## src/rtl/bus_uart_tx.sv

```systemverilog
// Memory-mapped UART transmitter: bus registers, TX FIFO, 8N1 serialiser.
// Register index comes from addr[3:2]: TXDATA, STATUS, DIV, reserved.
module bus_uart_tx #(
    parameter int          FIFO_DEPTH  = 8,
    parameter logic [15:0] DEFAULT_DIV = 16'd217
) (
    input  logic        clk,
    input  logic        resetn,
    input  logic        sel,
    input  logic [31:0] addr,
    input  logic        ren,
    output logic [31:0] rdata,
    input  logic        wen,
    input  logic [31:0] wdata,
    input  logic [1:0]  wsize,
    output logic        tx
);

    localparam int AW = $clog2(FIFO_DEPTH);

    typedef enum logic [1:0] {IDLE, START, DATA, STOP} state_t;

    logic [7:0]    mem [FIFO_DEPTH];
    logic [AW-1:0] wptr, rptr;
    logic [AW:0]   count;
    logic          overflow;
    logic [15:0]   div;

    state_t        state, state_n;
    logic [15:0]   timer, timer_n;
    logic [15:0]   fdiv, fdiv_n;
    logic [2:0]    bitcnt, bitcnt_n;
    logic [7:0]    shreg, shreg_n;
    logic          tx_n;
    logic          pop;

    logic          empty, full, busy;
    logic          wr_sel, rd_sel, push_req, push, last;
    logic [1:0]    idx;
    logic [15:0]   div_eff;
    logic          unused_bits;

    assign idx      = addr[3:2];
    assign wr_sel   = sel & wen;
    assign rd_sel   = sel & ren;
    assign empty    = (count == '0);
    assign full     = (count == (AW+1)'(FIFO_DEPTH));
    assign busy     = (state != IDLE);
    assign push_req = wr_sel && (idx == 2'd0);
    assign push     = push_req && (!full || pop);
    assign div_eff  = (div == 16'd0) ? 16'd1 : div;
    assign last     = (timer == 16'd1);

    assign unused_bits = ^{addr[31:4], addr[1:0], wdata[31:16], wsize};

    // FIFO storage; contents need no reset since count gates every read
    always_ff @(posedge clk) begin
        if (push) mem[wptr] <= wdata[7:0];
    end

    // FIFO pointers and occupancy
    always_ff @(posedge clk or negedge resetn) begin
        if (!resetn) begin
            wptr  <= '0;
            rptr  <= '0;
            count <= '0;
        end else begin
            if (push) wptr <= wptr + AW'(1);
            if (pop)  rptr <= rptr + AW'(1);
            case ({push, pop})
                2'b10:   count <= count + (AW+1)'(1);
                2'b01:   count <= count - (AW+1)'(1);
                default: count <= count;
            endcase
        end
    end

    // Sticky overflow flag and baud divisor register
    always_ff @(posedge clk or negedge resetn) begin
        if (!resetn) begin
            overflow <= 1'b0;
            div      <= DEFAULT_DIV;
        end else begin
            if (push_req && full && !pop)
                overflow <= 1'b1;
            else if (wr_sel && idx == 2'd1 && wdata[3])
                overflow <= 1'b0;
            if (wr_sel && idx == 2'd2)
                div <= wdata[15:0];
        end
    end

    // Registered read port, sampling pre-edge state
    always_ff @(posedge clk or negedge resetn) begin
        if (!resetn) begin
            rdata <= '0;
        end else if (rd_sel) begin
            case (idx)
                2'd1:    rdata <= {20'b0, 4'(count), 4'b0,
                                   overflow, busy, full, empty};
                2'd2:    rdata <= {16'b0, div};
                default: rdata <= '0;
            endcase
        end
    end

    // Serialiser state register
    always_ff @(posedge clk or negedge resetn) begin
        if (!resetn) begin
            state  <= IDLE;
            timer  <= 16'd1;
            fdiv   <= 16'd1;
            bitcnt <= '0;
            shreg  <= '0;
            tx     <= 1'b1;
        end else begin
            state  <= state_n;
            timer  <= timer_n;
            fdiv   <= fdiv_n;
            bitcnt <= bitcnt_n;
            shreg  <= shreg_n;
            tx     <= tx_n;
        end
    end

    // Serialiser next state: start bit, 8 data bits LSB first, stop bit
    always_comb begin
        state_n  = state;
        timer_n  = timer;
        fdiv_n   = fdiv;
        bitcnt_n = bitcnt;
        shreg_n  = shreg;
        tx_n     = tx;
        pop      = 1'b0;
        case (state)
            IDLE: begin
                if (!empty) begin
                    pop     = 1'b1;
                    shreg_n = mem[rptr];
                    fdiv_n  = div_eff;
                    timer_n = div_eff;
                    tx_n    = 1'b0;
                    state_n = START;
                end
            end
            START: begin
                if (last) begin
                    tx_n     = shreg[0];
                    shreg_n  = shreg >> 1;
                    bitcnt_n = 3'd0;
                    timer_n  = fdiv;
                    state_n  = DATA;
                end else begin
                    timer_n = timer - 16'd1;
                end
            end
            DATA: begin
                if (last) begin
                    timer_n = fdiv;
                    if (bitcnt == 3'd7) begin
                        tx_n    = 1'b1;
                        state_n = STOP;
                    end else begin
                        tx_n     = shreg[0];
                        shreg_n  = shreg >> 1;
                        bitcnt_n = bitcnt + 3'd1;
                    end
                end else begin
                    timer_n = timer - 16'd1;
                end
            end
            STOP: begin
                if (last) begin
                    if (!empty) begin
                        pop     = 1'b1;
                        shreg_n = mem[rptr];
                        fdiv_n  = div_eff;
                        timer_n = div_eff;
                        tx_n    = 1'b0;
                        state_n = START;
                    end else begin
                        state_n = IDLE;
                    end
                end else begin
                    timer_n = timer - 16'd1;
                end
            end
            default: state_n = IDLE;
        endcase
    end

endmodule

```

## config.mk

```make
export PLATFORM = sky130hd
export DESIGN_NAME = bus_uart_tx
export DESIGN_NICKNAME = d
export VERILOG_FILES = /design/src/rtl/bus_uart_tx.sv
export SDC_FILE = /design/constraint.sdc
export NUM_CORES = 1
export LEC_CHECK = 0
export BUFFER_PORTS_ARGS = -buffer_cell sky130_fd_sc_hd__buf_2
export CAP_MARGIN = 0
export CORE_ASPECT_RATIO = 1.5
export CORE_MARGIN = 10
export CORE_UTILIZATION = 61
export DETAILED_ROUTE_END_ITERATION = 10
export PLACE_DENSITY = 0.88
export SYNTH_ARGS = -nofsm -noshare
export SYNTH_HDL_FRONTEND = slang
export SYNTH_SLANG_ARGS = --single-unit
```

## constraint.sdc

```tcl
create_clock -name clk -period 7.05 [get_ports clk]
set_input_delay 1.0575 -clock clk [delete_from_list [all_inputs] [get_ports clk]]
set_output_delay 1.0575 -clock clk [all_outputs]
set_load 0.01 [all_outputs]
```

# Word-level counts from Yosys, hierarchy flattened
# Memories as Yosys holds them, arrays and structs flattened.
# Index checks and enable logic that the tools add are counted.
op_classes:
  n_reduce_logical: 25
  div: 0
  n_addsub: 6
  muxes: 40
  n_eq_ne: 16
  bitwise: 2
  shift: 0
  n_mul: 0
  n_lt_le_gt_ge: 0
ops:
  columns: ["cell", "count"]
  rows:
  - ["two-way mux 16 bit", 6]
  - ["one-hot mux 16 bit (2 select lines)", 2]
  - ["one-hot mux 16 bit (3 select lines)", 1]
  - ["two-way mux 8 bit", 5]
  - ["one-hot mux 8 bit (4 select lines)", 1]
  - ["== test 16 x 1 -> 1 bit (second input constant)", 1]
  - ["zero test 16 bit", 1]
  - ["subtractor 16 x 1 -> 16 bit (second input constant)", 1]
  - ["two-way mux 1 bit", 12]
  - ["inequality test 2 bit (second input constant)", 6]
  - ["two-way mux 2 bit", 5]
  - ["nonzero test 2 bit", 5]
  - ["adder 3 x 1 -> 3 bit (second input constant)", 3]
  - ["two-way mux 3 bit", 3]
  - ["== test 2 bit (second input constant)", 4]
  - ["one-hot mux 2 bit (4 select lines)", 1]
  - ["one-hot mux 4 bit (2 select lines)", 1]
  - ["AND reduction 4 bit", 2]
  - ["logical AND 1 bit", 7]
  - ["== test 2 x 1 -> 1 bit (second input constant)", 3]
  - ["one-hot mux 3 bit (2 select lines)", 1]
  - ["AND reduction 5 bit", 1]
  - ["adder 4 x 1 -> 4 bit (second input constant)", 1]
  - ["== test 4 bit (second input constant)", 1]
  - ["12 further kinds", 15]
word_totals:
  memories: 1
  in_bits: 71
  regBits: 105
  mem_bits_rw: 64
  out_inout_bits: 33
  elab_cells: 102
  latch_bits: 0
  mem_bits_ro: 0
memory_table:
  columns: ["memory", "depth", "word_bits", "rd", "rd_clocked_by_memory_dff", "write_ports", "line", "source"]
  rows:
  - ["mem", 8, 8, 1, 0, 1, "23", "logic [7:0] mem [FIFO_DEPTH];"]

# Longest topological paths before layout
logic_depth:
  depth_word: 8
  ltp_mapped: 11
  depth_no_buf: 10

# Worst setup path before layout
# No wires, ideal clock.
synth_path:
  path_type: "reg2reg"
  startpoint: "reg timer[0]"
  endpoint: "mem mem[1][0], enable pin"
  slack_ps: 4203
  n_path_buf: 0
  required_time_ps: 6667
  period_less_slack_ps: 2847
  setup_time_ps: 383
  stages_incl_launch_ff: 7
  arrival_ps: 2464
  cell_sequence: "dfstp_2 -> ha_1 -> nor4b_2 -> nand4_4 -> o211ai_1 -> nand3_1 -> nor3_1"
synth_via:
  elab_chain_len: 7
synth_lines:
  columns: ["element", "line", "source"]
  rows:
  - ["start, declared", "30", "logic [15:0] timer, timer_n;"]
  - ["start signal, assigned", "118", "timer <= timer_n;"]
  - ["== test 16 x 1 -> 1 bit", "52", "assign last = (timer == 16'd1);"]
  - ["two-way mux 1 bit", "173", "if (last) begin"]
  - ["one-hot mux 1 bit (2 select lines)", "135", "case (state)"]
  - ["logical OR 1 bit", "50", "assign push = push_req && (!full || pop);"]
  - ["logical AND 1 bit", "50", null]
  - ["two-way mux 1 bit", "58", "if (push) mem[wptr] <= wdata[7:0];"]
  - ["two-way mux 1 bit (not written as such)", "58", null]
  - ["end, declared", "23", null]
# No other way between the ends.

# Worst setup path after layout
# Same ends and word-level chain as after synthesis.

==> results.md <==
* # fillers at 799
* Pins Over Slew Limit at 0
* Clk pin slew, worst setup/hold paths at 70 ps
* Worst setup SP type: flop
* Switching power at 1443 uW
* Clk_lat worst skew at 420 ps
* FP Rows at 49
* Final HPWL DP at 12220 microns
* CTS sink cnt at 153
* Cts hold-fix bufs at 0
* Die Footprint at 16960 sq um
* Buffers inserted by post-CTS timing repair at 0
* DRT antenna net count at 0
* Ant. Diodes at 0
* Sum Neg Setup Slack at 0 ps
* First-pass iteration count of the detailed router at 5
* Vias in the first global route at 5331
* Synth warn at 0
* Status: complete, no violations
* Max Fclk at 0.2423 GHz
* Non-filler cells, final at 806
* Final hold vios at 0
* Nets at 726
* CP endpoint kind: flop
* Routed length per instance at 22.05 microns
* Antenna violations before repair at 0
* Post_cts resized at 0
* Pin slew with the least headroom to its limit at 1176 ps
* Port Buf Inserts at 39
* Minimum clock period after layout at 4126 ps
* Cell area after layout at 8167 sq um
* Post-synth EDFFs at 64
* Synth Cell Area at 7366 sq um
* Maxcap violations at 0
* Highest fanout seen on the critical path at 27
* Syn Area/Cell at 12.04 sq um
* Layout cells sized above 1 at 0.2251
* Grt ovf at 0
* Comb pwr share at 0.373
* TritonCTS clock tree: built
* Vias per cell at 6.478
* Worst slew margin at 0.2097
* Routed WL at 17770 microns
* Worst path arrival time at 4160 ps
* Largest net degree at the start of global routing at 85
* Seq cells post-synth at 153
* Area growth syn-to-layout at 10.87%
* Die height at 154.6 microns
* Synth async-reset ratio at 0.5817
* Setup Skew at 10.13 ps
* Worst Path Required at 7080 ps
* Gr usage total at 0.2173
* PwrDens at 450.3 nW/um^2
* Most frequent cells in the layout: 81 x dfrtp_1, 64 x edfxtp_1, 59 x nor2_1
* Yosys cell types at 62
* Final hold slack at 421.4 ps
* Post-Synthesis Cells at 612
* Iter 0 DRT Violations at 455
* Area after DPL at 7581 sq um
* Die Wd at 109.7 microns
* Worst VDD drop at 0.3420 mV
* Total core area at 11890 sq um
* Fin crit share at 0.5853
* Sequential Power Share at 0.385
* Commonest non-fill, non-tap cell in the layout: dfrtp_1
* Main flop type after synthesis: dfrtp_1
* Ports at 104
* Vias at 5221
* H-tree Lvls at 4
* Max clock buf depth at 2
* Setup CP Type: reg2reg
* CTS Root Cell: clkbuf_16
* Leakage at 0.003259 uW
* Sequential Area at 4159 sq um
* Final setup viols at 0
* Sequential element share of the synthesized area at 0.5646
* First-pass GRT wire length at 28150 microns
* CTS Buf Count at 17
* Placer Congestion at 0.8954
* Multi-input gate area at 2967 sq um
* Clock Power Share at 0.242
* Hold crit path type: in2async
* # DRC at 0
* Placed Cells at 774
* RSZ-0062 raised after global routing: false
* Cell internal pwr at 2235 uW
* Starting Density at 0.6193
* Switching Share at 0.3923
==> layer usage <==
metal	routed length [microns]	track usage
met1	6109	0.2228
met3	915	0.04409
met2	9785	0.3838
met4	959	0.1424
met5	0	0
==> registers in the layout, indices dropped and copies added, names as in the netlist <==
signal / cells
bitcnt: 3
mem: 64
state: 2
rptr: 3
wptr: 3
timer: 16
count: 4
overflow: 1
div: 16
rdata: 16
shreg: 8
tx: 1
fdiv: 16
==> layout make-up <==
cell class / count / share of cell area
well taps: 153 / 0.02344
multi-input cells: 415 / 0.3633
flip-flops and latches: 153 / 0.5093
clock buffers: 17 / 0.05209
repair buffers: 44 / 0.02880
clock inverters: 15 / 0.01900
inverters: 9 / 0.004137
==> power by group through the flow <==
stage	clock network, uW	registers (uW)	logic (uW)
3_5_place_dp	0	1420	1340
3_3_place_gp	0	1410	1270
4_1_cts	899	1410	1360
2_1_floorplan	0	1290	1130
5_1_grt	931	1440	1490
6_report	891	1420	1370
==> synthesized netlist by cell type, drive strengths merged, types with 4 or more instances <==
| master | count | share of area |
|---|---|---|
| mux2i | 9 | 0.012 |
| nand4 | 7 | 0.0080 |
| o22ai | 5 | 0.0042 |
| nor2 | 59 | 0.030 |
| o21ai | 46 | 0.031 |
| nor3 | 11 | 0.0075 |
| a221oi | 11 | 0.013 |
| a211oi | 7 | 0.0088 |
| o21a | 6 | 0.0061 |
| nor4 | 7 | 0.010 |
| xor2 | 4 | 0.0048 |
| buf | 23 | 0.022 |
| dfstp | 8 | 0.029 |
| dfrtp | 81 | 0.28 |
| a21oi | 27 | 0.018 |
| mux2 | 36 | 0.055 |
| o22a | 6 | 0.0071 |
| mux4 | 16 | 0.049 |
| nand2 | 55 | 0.028 |
| nand3 | 7 | 0.0048 |
| edfxtp | 64 | 0.26 |
| a22oi | 12 | 0.012 |
| xnor2 | 8 | 0.0095 |
| inv | 9 | 0.0046 |
| clkbuf | 27 | 0.014 |
| ha | 15 | 0.025 |
==> worst paths after layout <==
check                                 end  slack, ps      from  depth (start not counted)
worst min register to register         tx        480        tx                          2
worst max-delay path            mem[1][0]       2920  timer[0]                          6
worst min-delay path              wptr[1]        420    resetn                          1
max in group asynchronous       bitcnt[1]       5390    resetn                          2
min in group clk                       tx        480        tx                          2
worst max register to register  mem[1][0]       2920  timer[0]                          6
==> critical path: stages, from the launching register on <==
cell and delay [ps]:
dfstp_2 570, ha_1 200, nor4b_2 760, nand4_4 500, o211ai_1 520, nand3_1 230
nor3_1 940
==> logic make-up after synthesis <==
family / count (synthesis) / synth area share
multiplexers: 61 / 0.1162
AND/OR/NAND/NOR: 170 / 0.1130
buffers and inverters: 59 / 0.04094
XOR/XNOR: 12 / 0.01427
other: 1 / 0.0005091
flip-flops: 153 / 0.5646
adder cells (fa/ha/maj): 15 / 0.02548
AO/OA/AOI/OAI: 141 / 0.1250
==> stage by stage <==
stage	worst slack [ps]	total power, uW	utilization
CTS	2852	3661	0.6862
finish	2924	3678	0.6866
detailed placement	2929	2758	0.6374
global route	2785	3865	0.6866
global placement	3146	2676	0.6374
floorplan	4203	2417	-
Note: power is estimated with default switching activity, not from simulation.
